--- src/rtl/wallace_mac_pkg.sv ---
// Shared types and constants for the Wallace-tree multiply-accumulate sequencer.
package wallace_mac_pkg;

   localparam int OPER_W    = 8;
   localparam int PROD_W    = 16;
   localparam int ACC_W_DEF = 20;
   localparam int CNT_W_DEF = 8;

   typedef enum logic [1:0] {
      IDLE  = 2'd0,
      RUN   = 2'd1,
      DRAIN = 2'd2,
      DONE  = 2'd3
   } state_t;

endpackage

--- src/rtl/wallace_mac_acc.sv ---
// Accumulator register for the MAC sequencer; clamps to all ones and flags it
// when WALLACE_MAC_SATURATE_EN is defined, otherwise wraps modulo 2^ACC_W.
module wallace_mac_acc
   import wallace_mac_pkg::*;
#(
   parameter int ACC_W = ACC_W_DEF
) (
   input  logic              clk,
   input  logic              rst_n,
   input  logic              clear,
   input  logic              enable,
   input  logic [PROD_W-1:0] addend,
   output logic [ACC_W-1:0]  sum,
   output logic              sat
);

   logic [ACC_W-1:0] acc_reg;

`ifdef WALLACE_MAC_SATURATE_EN
   logic             sat_reg;
   logic [ACC_W:0]   sum_ext;

   // One extra bit exposes the carry out that signals overflow.
   assign sum_ext = {1'b0, acc_reg} + (ACC_W+1)'(addend);

   always_ff @(posedge clk or negedge rst_n) begin
      if (!rst_n) begin
         acc_reg <= '0;
         sat_reg <= 1'b0;
      end else if (clear) begin
         acc_reg <= '0;
         sat_reg <= 1'b0;
      end else if (enable) begin
         if (sum_ext[ACC_W]) begin
            acc_reg <= '1;
            sat_reg <= 1'b1;
         end else begin
            acc_reg <= sum_ext[ACC_W-1:0];
         end
      end
   end

   assign sat = sat_reg;
`else
   always_ff @(posedge clk or negedge rst_n) begin
      if (!rst_n) begin
         acc_reg <= '0;
      end else if (clear) begin
         acc_reg <= '0;
      end else if (enable) begin
         acc_reg <= acc_reg + ACC_W'(addend);
      end
   end

   assign sat = 1'b0;
`endif

   assign sum = acc_reg;

endmodule

--- src/rtl/wallace_mac_sequencer.sv ---
// Burst multiply-accumulate sequencer around an external combinational 8x8 multiplier.
// Optional saturation: define WALLACE_MAC_SATURATE_EN.
module wallace_mac_sequencer
   import wallace_mac_pkg::*;
#(
   parameter int ACC_W = ACC_W_DEF,
   parameter int CNT_W = CNT_W_DEF
) (
   input  logic              clk,
   input  logic              rst_n,
   input  logic              start,
   input  logic [CNT_W-1:0]  num_terms,
   output logic              busy,
   input  logic              in_valid,
   output logic              in_ready,
   input  logic [OPER_W-1:0] in_a,
   input  logic [OPER_W-1:0] in_b,
   output logic [OPER_W-1:0] mul_a,
   output logic [OPER_W-1:0] mul_b,
   input  logic [PROD_W-1:0] mul_p,
   output logic              out_valid,
   input  logic              out_ready,
   output logic [ACC_W-1:0]  out_acc,
   output logic              out_sat
);

   state_t             state_reg, state_next;
   logic [CNT_W-1:0]   remaining_reg, remaining_next;
   logic [OPER_W-1:0]  mul_a_reg, mul_a_next;
   logic [OPER_W-1:0]  mul_b_reg, mul_b_next;
   logic               mul_valid_reg, mul_valid_next;
   logic               acc_clear;

   always_ff @(posedge clk or negedge rst_n) begin
      if (!rst_n) begin
         state_reg     <= IDLE;
         remaining_reg <= '0;
         mul_a_reg     <= '0;
         mul_b_reg     <= '0;
         mul_valid_reg <= 1'b0;
      end else begin
         state_reg     <= state_next;
         remaining_reg <= remaining_next;
         mul_a_reg     <= mul_a_next;
         mul_b_reg     <= mul_b_next;
         mul_valid_reg <= mul_valid_next;
      end
   end

   always_comb begin
      state_next     = state_reg;
      remaining_next = remaining_reg;
      mul_a_next     = mul_a_reg;
      mul_b_next     = mul_b_reg;
      mul_valid_next = 1'b0;
      acc_clear      = 1'b0;
      unique case (state_reg)
         IDLE: begin
            if (start) begin
               acc_clear      = 1'b1;
               remaining_next = num_terms;
               state_next     = (num_terms == '0) ? DONE : RUN;
            end
         end
         RUN: begin
            // remaining is at least 1 here, so reaching 1 means this is the last pair.
            if (in_valid) begin
               mul_a_next     = in_a;
               mul_b_next     = in_b;
               mul_valid_next = 1'b1;
               remaining_next = remaining_reg - 1'b1;
               if (remaining_reg == CNT_W'(1)) state_next = DRAIN;
            end
         end
         DRAIN: state_next = DONE;
         DONE: begin
            if (out_ready) state_next = IDLE;
         end
         default: state_next = IDLE;
      endcase
   end

   wallace_mac_acc #(.ACC_W(ACC_W)) u_acc (
      .clk    (clk),
      .rst_n  (rst_n),
      .clear  (acc_clear),
      .enable (mul_valid_reg),
      .addend (mul_p),
      .sum    (out_acc),
      .sat    (out_sat)
   );

   assign busy      = (state_reg != IDLE);
   assign in_ready  = (state_reg == RUN);
   assign out_valid = (state_reg == DONE);
   assign mul_a     = mul_a_reg;
   assign mul_b     = mul_b_reg;

endmodule

--- config.mk ---
export PLATFORM = sky130hd
export DESIGN_NAME = wallace_mac_sequencer
export DESIGN_NICKNAME = d
export VERILOG_FILES = /design/src/rtl/wallace_mac_pkg.sv /design/src/rtl/wallace_mac_acc.sv /design/src/rtl/wallace_mac_sequencer.sv
export SDC_FILE = /design/constraint.sdc
export NUM_CORES = 1
export LEC_CHECK = 0
export BUFFER_PORTS_ARGS = -buffer_cell sky130_fd_sc_hd__clkbuf_2
export CAP_MARGIN = 40
export CORE_UTILIZATION = 48
export CTS_CLUSTER_SIZE = 12
export DETAILED_ROUTE_END_ITERATION = 10
export PLACE_DENSITY = 0.84
export SLEW_MARGIN = 20
export SYNTH_ARGS = -nofsm -noshare
export SYNTH_HDL_FRONTEND = slang
export SYNTH_HIERARCHICAL = 1
export SYNTH_SLANG_ARGS = --single-unit
--- constraint.sdc ---
create_clock -name clk -period 2.1 [get_ports clk]
set_clock_uncertainty 0.05 [all_clocks]
set_input_delay 0.42 -clock clk [delete_from_list [all_inputs] [get_ports clk]]
set_output_delay 0.42 -clock clk [all_outputs]
set_load 0.005 [all_outputs]
# == Word level (Yosys, flattened, before mapping) ==
# Cells that the tools add are included.
# word_totals
output_inout_bits,40
elab_cells,39
register_bits,47
in_bits,45
# op_classes
add_sub_neg,2
n_mux,15
eq_ne,8
n_reduce_logical,8
# ops
cell,count
two-way mux 20 bit,2
adder 20 x 16 -> 20 bit,1
two-way mux 8 bit,2
case mux 8 bit (2 select lines),1
two-way mux 2 bit,5
"== test 8 x 1 -> 1 bit, second input constant",1
logical NOT 8 bit,1
case mux 2 bit (4 select lines),1
"subtractor 8 x 1 -> 8 bit, second input constant",1
nonzero test 2 bit,3
"== test 2 bit, second input constant",2
two-way mux 1 bit,4
"inequality test 2 x 1 -> 1 bit, second input constant",2
"inequality test 2 bit, second input constant",2
AND reduction 4 bit,1
AND reduction 3 bit,1
"== test 2 x 1 -> 1 bit, second input constant",1
logical NOT 2 bit,1
AND reduction 2 bit,1

# == Depth between registers and ports, before layout ==
# Gate-level depths: netlist of the first run.
# logic_depth
ltp_word,4
ltp_mapped,8
depth_no_buf,8

# == Hierarchy ==
# Netlist of the first run, hierarchy kept.
# by_module_without_submodules
mod,instances,area_per_inst_um2,cells_per_inst
wallace_mac_acc,1,1836.8,213
wallace_mac_sequencer,1,1382.6,121

# == Worst setup path after synthesis of the first run ==
# No wires, ideal clock.
# synth_path
kind,input port to flip-flop
startpoint,input mul_p[0]
endpoint,"register u_acc.acc_reg[10], in the netlist u_acc/sum[10]"
slack_ps,-21
arrival_time_ps,1947
setup_ps,124
path_buffers,0
cell_stages,8
path_cell_list,ha_1 fa_1 a21o_1 nand4_1 nand3_1 a21oi_4 nor4_1 a211o_1
# synth_between
elab_chain_cells,3
# synth_rtl
item,line,rtl
from (decl),wallace_mac_sequencer.sv:20,"input logic [PROD_W-1:0] mul_p,"
adder 20 x 16 -> 20 bit,wallace_mac_acc.sv:51,acc_reg <= acc_reg + ACC_W'(addend);
two-way mux 20 bit,wallace_mac_acc.sv:50,end else if (enable) begin
two-way mux 20 bit,wallace_mac_acc.sv:48,end else if (clear) begin
to (signal assigned),wallace_mac_acc.sv:51,
to (decl),wallace_mac_acc.sv:17,logic [ACC_W-1:0] acc_reg;
# No other way between the ends. The select of a mux whose other input is x is not followed.
# A chain may end at the register's enable or synchronous reset.

# == Worst setup path in the final report of the first run ==
# layout_path
startpoint,"register u_acc.acc_reg[0], in the netlist u_acc/sum[0]"
endpoint,"register u_acc.acc_reg[16], in the netlist u_acc/sum[16]"
# layout_between
elab_chain_cells,3
# layout_rtl
item,line
adder 20 x 16 -> 20 bit,wallace_mac_acc.sv:51
two-way mux 20 bit,wallace_mac_acc.sv:50
two-way mux 20 bit,wallace_mac_acc.sv:48
# No other way between the ends. The select of a mux whose other input is x is not followed.

==> summary.md, run 1 <==
| Metric | Value |
|---|---|
| Outcome | finished, violations left |
| Gate Count Post-Synth | 334 |
| Final Setup Violations | 0 |
| Largest family of logic cells by synthesized area | simple AND/OR/NAND/NOR gates |
| Slowest cell delay on critical path | 0.40 ns |
| GRT Residual Overflow | 0 |
| Met2 WL | 3.98 mm |
| MaxCap Viol Count | 0 |
| Compound-Gate Fraction of Synth Area | 18.7% |
| Pin count of the biggest net entering global routing | 48 |
| YS warnings | 6 |
| Leak | 2.02 nW |
| Synth-to-Final Area Change | 29.9% |
| Ant diodes | 0 |
| Share of cells above drive strength 1 | 39.5% |
| Max reg flops | 20 |
| Port buffer count | 83 |
| PD cells | 1390 mW/mm^2 |
| Top cell type by total area after synthesis | dfrtp_1 |
| CTS clk-pin slew, worst paths | 0.10 ns |
| Synthesized area | 0.00322 mm^2 |
| Routed Antenna Nets | 0 |
| Synth top area share | 36.5% |
| Max clock buf depth | 2 |
| Setup TNS | 0 ns |
| Synth Area in Simple Gates | 19.5% |
| Fmax | 0.484 GHz |
| CP cell instances | ha_2 -> fa_2 -> a21o_1 -> nand4_1 -> nand3_2 -> a21oi_4 -> buf_6 -> or3_1 -> nand4_1 |
| Seq/Total Area, Yosys | 36.5% |
| Critical path peak fanout | 6 |
| GRT Util Overall | 22.8% |
| Top routing layer used | met4 |
| Vias in the first global route | 2,932 |
| CTS root buffer | clkbuf_8 |
| Synth top area cells | dfrtp_1 37%, ha_1 8.9%, mux2_2 5.6% |
| Routability-driven placement congestion ratio | 0.897 |
| Post-Synth Adder-Cell Area | 9.56% |
| Async set-reset flop share out of synthesis | 100% |
| Initial antenna violation count | 0 |
| Crit path kind | flop to flop |
| Worst reg2reg path depth | 9 |
| Post-synthesis xor/xnor area fraction | 1.90% |
| Synth unique cells | 71 |
| Number of clock sinks | 47 |
| Worst path slowest cell | dfrtp_1 |
| Worst-margin pin slew | 0.608 ns |
| Via count | 3,047 |
| Post-Syn Area per Cell | 9.64 um^2 |
| IO Pins | 85 |
| Hold buffer count at CTS | 0 |
| RSZ-0062 raised after global routing | yes |
| Post-synthesis net count | 403 |
| Detail Route met3 WL | 406 um |
| CTS tree | done |
| Worst setup SP type | flop |
| Die ar. | 0.00704 mm^2 |
| Wl on met1 | 3.34 mm |
| Post-synth EDFFs | 0 |
| CP Capture Type | flop |
| Row cnt | 29 |
| Mux cell area share after synthesis | 9.48% |
| Ys flop type | dfrtp_1 |
| Slew headroom | 59.5% |
| Core area | 0.00642 mm^2 |
| CTS H-Tree Depth | 2 |
| Final period utilization | 98.5% |
| Worst-Skew Late Latency | 0.30 ns |
| Die H | 83.9 um |
| DR pass1 iterations | 8 |
| Fin. max-slew vios | 0 |
| Crit path required time | 2.24 ns |
| Tot Pwr | 5.81 mW |
| Seq cells post-synth | 47 |
| Post-DP HPWL | 5.95 mm |
| VDD IR-drop max | 0.760 mV |
| Routed vias/inst | 5.80 |
| Post-route minimum period | 2.07 ns |
| Starting Density | 50.1% |
| Min-Delay Path Class | primary input to async pin |
| TritonCTS Buffers | 5 |
| Die W | 83.9 um |
| Violated checks | design-rule violations |
| Hold Fails Final Rpt | 0 |
| Hold Slack | 0.156 ns |
| Final nets | 516 |
| First-pass GRT wire length | 13.0 mm |
| DRT iter0 DRCs | 186 |
| DRC violations left | 14 |
| CP Data Arrival Time | 2.21 ns |
| CP most frequent cell | nand4_1 |
| Post-Route WL | 7.86 mm |
| Routed wire length per instance | 15.0 um |
==> cells by family after synthesis <==
| kind of cell | count (synthesis) |
|---|---|
| simple gates | 113 |
| other cells | 1 |
| compound gates | 84 |
| xor+xnor | 7 |
| flops | 47 |
| fa+ha+maj | 24 |
| buf+inv | 30 |
| mux | 28 |
==> final timing paths <==
check                                    startpoint  slack, ns                   endpoint
max in group asynchronous                     rst_n       1.42   u_acc/sum[1]$_DFFE_PN0P_
setup reg to reg           u_acc/sum[0]$_DFFE_PN0P_       0.03  u_acc/sum[16]$_DFFE_PN0P_
hold reg to reg                mul_b[5]$_DFFE_PN0P_       0.46       mul_b[5]$_DFFE_PN0P_
min in group clk                            in_b[4]       0.29       mul_b[4]$_DFFE_PN0P_
setup / recovery           u_acc/sum[0]$_DFFE_PN0P_       0.03  u_acc/sum[16]$_DFFE_PN0P_
hold / removal                                rst_n       0.16   u_acc/sum[4]$_DFFE_PN0P_
==> routing by layer <==
| metal | vias up | GRT usage [%] |
|---|---|---|
| li1 | 1454 | - |
| met3 | 12 | 3.76 |
| met2 | 115 | 40.9 |
| met1 | 1466 | 27.4 |
| met5 | - | 0 |
| met4 | 0 | 8.46 |
==> timing repair <==
item / 4_1_cts / 5_1_grt
endpoints found under the setup margin: 4 / 11
resized for setup: 0 / 17
pin swaps: 1 / 6
setup buffers: 1 / 0
==> cell usage in the layout, fill, tap and decap left out, types with 3 or more instances in the layout <==
master	n
o21ai_1	3
nand3_1	9
dfrtp_1	46
a21o_1	6
inv_1	14
o21a_1	3
nor4_1	7
buf_4	37
mux2_2	16
ha_4	6
o21ai_0	15
a21oi_1	20
nor3_1	5
nor2b_1	11
a31oi_1	4
nor2_1	22
clkbuf_8	5
mux2i_1	11
a2bb2oi_1	3
clkbuf_2	83
nand2_1	22
or3_1	4
nand2b_1	3
ha_1	15
xnor2_1	5
nand4_1	7
==> per-stage QoR <==
| step | util, % | setup slack, ns | instance area, um^2 | std cells |
|---|---|---|---|---|
| global route | 65.1 | -0.0193 | 4180 | 525 |
| detailed placement | 61.4 | -0.148 | 3940 | 516 |
| global placement | 61.4 | -0.0701 | 3940 | 516 |
| finish | 65.1 | 0.0318 | 4180 | 525 |
| CTS | 63.3 | 0.00449 | 4070 | 525 |
| floorplan | - | 0.0304 | 3230 | 334 |
==> layout make-up <==
type                    count  area (um^2)
fillers                   520         2240
multi-input cells         257         2020
flip-flops and latches     47         1180
repair buffers            122          716
well taps                  77         96.3
clock buffers               5         68.8
inverters                  14         52.6
clock inverters             3         47.5
==> cells in the mapped netlist, types with 2 or more instances <==
library cell and instances:
dfrtp_1 47, nand2_1 22, xnor2_1 5, a21oi_1 20, a2bb2oi_1 3, nor2_1 22, nand2b_1 3, and3_1 2
nor4_1 7, o22ai_1 2, o21ai_0 15, nor2b_1 11, or3_1 5, or4_1 2, o21ai_1 3, a22oi_1 2
inv_1 14, buf_2 8, o21a_1 3, a32oi_1 2, clkbuf_1 4, a31o_1 2, mux2i_1 11, o211ai_1 2
a21oi_2 3, nor3_1 5, ha_1 23, nand3_1 10, nand4_1 7, mux2_2 16, xor2_1 2, a21o_1 6
and2_1 3, a31oi_1 5
==> report_power, final <==
group	switching, mW	internal [mW]
logic	1.72	1.75
registers	0.352	1.31
clock network	0.323	0.361
==> critical path, delay by kind of cell, from the launching register on <==
family | cells | cell delay [ns]
AND/OR/NAND/NOR | 4 | 0.43
AO/OA/AOI/OAI | 2 | 0.40
adder cells (fa/ha/maj) | 2 | 0.55
flip-flops | 1 | 0.40
buffers and inverters | 1 | 0.14
(Power assumes the default switching activity.)
==> run 2: changes to the inputs <==
Settings changed: ABC_AREA from default to 1, CORE_UTILIZATION 48 to 49, PLACE_DENSITY 0.84 to 0.85.
==> run 2 against run 1 <==
  * The run still ends with design-rule violations left
  * Combinational power is 3% lower
  * Die area is 0.31% higher
  * Clock-buffer cell count stayed put
  * Wire length is 6.9% higher
  * Synthesized area is 2.4% higher
  * Worst setup slack better by 0.093 ns
  * Critical endpoint is now u_acc/sum[12]$_DFFE_PN0P_
  * Largest cell class unchanged
==> summary.md, run 2 <==
| Metric | Value |
|---|---|
| Worst reg2reg path depth | 11 |
| Ant diodes | 0 |
| Cell Area, Placed | 0.00382 mm^2 |
| CTS clk-pin slew, worst paths | 0.10 ns |
| Synthesized area | 0.00330 mm^2 |
| Gate Count Post-Synth | 477 |
| Worst r2r src | u_acc/sum[0]$_DFFE_PN0P_ |
| Die W | 84.0 um |
| YS warnings | 6 |
| Final Setup Violations | 0 |
| Crit path kind | flop to flop |
| Routed Antenna Nets | 0 |
| Final period utilization | 94.1% |
| Most frequent cell after synthesis | nand2_1 |
| Commonest cells after routing, fill and taps aside | 190 x nand2_1, 83 x clkbuf_2, 48 x inv_1 |
| Post-synthesis net count | 546 |
| DRC violations left | 4 |
| Total setup buffers inserted after CTS | 0 |
| Post-Syn Area per Cell | 6.91 um^2 |
| MaxCap Viol Count | 0 |
| Seq/Total Area, Yosys | 35.7% |
| Post-synth EDFFs | 0 |
| Async set-reset flop share out of synthesis | 100% |
| Mux cell area share after synthesis | 0% |
| GRT Residual Overflow | 0 |
| Synth-to-Final Area Change | 19.7% |
| Routed vias/inst | 5.28 |
| Leak | 2.27 nW |
| Vias in the first global route | 3,216 |
| CTS root buffer | clkbuf_8 |
| Synth Area in Simple Gates | 36.0% |
| VDD IR-drop max | 0.639 mV |
| Initial antenna violation count | 0 |
| DRT iter0 DRCs | 204 |
| Hold Fails Final Rpt | 0 |
| RSZ-0062 raised after global routing | no |
| DR pass1 iterations | 8 |
| Core area | 0.00642 mm^2 |
| Post-Route WL | 8.40 mm |
| Outcome | finished, violations left |
| Commonest cells post-synth | 190 x nand2_1, 48 x inv_1, 47 x dfrtp_1 |
| Synth top area cells | dfrtp_1 36%, nand2_1 22%, ha_1 8.7% |
| Post-route minimum period | 1.98 ns |
| Max clock buf depth | 2 |
| Critical path peak fanout | 4 |
| Worst Setup SP | u_acc/sum[0]$_DFFE_PN0P_ |
| Row cnt | 29 |
| Most common cell after layout, fill and taps aside | nand2_1 |
| IO Pins | 85 |
| Crit Reg-Reg Endpoint | u_acc/sum[12]$_DFFE_PN0P_ |
| Seq cells post-synth | 47 |
| Reg area | 0.00118 mm^2 |
| CP Capture Type | flop |
| Ys flop type | dfrtp_1 |
| Post-DP HPWL | 6.36 mm |
| Fillers | 584 |
| Largest family of logic cells by synthesized area | simple AND/OR/NAND/NOR gates |
| Pin count of the biggest net entering global routing | 35 |
| PD cells | 1450 mW/mm^2 |
| Post-Synth Adder-Cell Area | 9.34% |
| CP Data Arrival Time | 2.17 ns |
| GRT Util Overall | 24.5% |
| Routed wire length per instance | 13.0 um |
| Violated checks | design-rule violations |
| Setup TNS | 0 ns |
| CP endpoint | u_acc/sum[12]$_DFFE_PN0P_ |
| Routability-driven placement congestion ratio | 0.904 |
| Share of cells above drive strength 1 | 22.2% |
| Min-Delay Path Class | primary input to flop |
| Die H | 84.0 um |
| Crit path required time | 2.29 ns |
| Synth top area share | 35.7% |
| Worst setup SP type | flop |
| Port buffer count | 83 |
| CTS H-Tree Depth | 2 |
| Final instance area | 0.00395 mm^2 |
| Post-synthesis xor/xnor area fraction | 0% |
| Fmax | 0.506 GHz |
| Compound-Gate Fraction of Synth Area | 11.3% |
| Worst-Skew Late Latency | 0.31 ns |
| Starting Density | 51.3% |
| CTS tree | done |
| Top cell type by total area after synthesis | dfrtp_1 |
| Die ar. | 0.00706 mm^2 |
| Worst R2R Setup Slack | 0.12 ns |
| Max reg flops | 20 |
| Final nets | 636 |
| Number of clock sinks | 47 |
| Fin. max-slew vios | 0 |
| TritonCTS Buffers | 5 |
| Via count | 3,406 |
| Area of the multi-input gates | 0.00187 mm^2 |
| First-pass GRT wire length | 14.0 mm |
| Synth unique cells | 36 |
run 2: where the power goes:
part | internal [mW] | leakage, nW | switching [mW]
logic | 1.27 | 1.62 | 2.08
clock network | 0.362 | 0.0587 | 0.366
registers | 1.32 | 0.588 | 0.336
run 2: worst min-delay path by stage:
stage                  from                  endpoint  slack [ns]  depth (start not counted)
global route        in_b[5]      mul_b[5]$_DFFE_PN0P_        0.25                          3
global placement      rst_n  u_acc/sum[5]$_DFFE_PN0P_        0.32                          1
finish              in_b[0]      mul_b[0]$_DFFE_PN0P_        0.24                          3
CTS                 in_b[0]      mul_b[0]$_DFFE_PN0P_        0.24                          3
floorplan             rst_n      mul_a[0]$_DFFE_PN0P_        0.07                          0
detailed placement    rst_n  u_acc/sum[5]$_DFFE_PN0P_        0.32                          1
run 2: cell type report:
type | count | area share (%)
Sequential cell | 47 | 29.8
Multi-Input combinational cell | 372 | 47.5
Timing Repair Buffer | 91 | 12.4
Clock inverter | 3 | 1.20
Clock buffer | 5 | 1.74
Tap cell | 77 | 2.44
Inverter | 50 | 4.88
run 2: repair_timing:
item | in CTS | in global routing
setup endpoints to repair | 0 | 1
gates resized for setup | 0 | 1
hold buffers | 1 | 0
endpoints found under the hold margin | 13 | 0
run 2: worst max-delay path, stage by stage (launching register included):
cell and delay (ns):
dfrtp_1 0.41, ha_1 0.24, fa_2 0.37, nand2_1 0.09, nand3_1 0.11, nand3_1 0.10
nand2_1 0.11, nand2_1 0.08, nand3_1 0.08, nand2_1 0.07, nand2_1 0.06, o21ai_1 0.13
run 2: through the flow:
stage,hold WS (ns),total power [mW],utilization [%],setup slack (ns),cells
global placement,0.320,4.81,59.4,0.0899,636
finish,0.238,5.73,61.4,0.125,645
CTS,0.236,5.71,61.4,0.116,645
detailed placement,0.318,4.95,59.4,0.0271,636
global route,0.248,6.26,61.4,0.0226,645
floorplan,0.0744,3.96,-,0.281,477
run 2: routing by layer:
metal	up-vias	GRT usage, %	share of wire (%)
met5	-	0	0
met4	0	5.96	1.5
met3	22	3.56	6.3
met2	157	45.6	50
met1	1538	29.5	42
li1	1689	-	-
run 2: logic make-up (layout without fill, tap and decap cells):
family          after synthesis  count (layout)
compound gates               61              61
fa+ha+maj                    24              24
buf+inv                      58             149
flops                        47              47
other cells                   1               1
simple gates                286             286
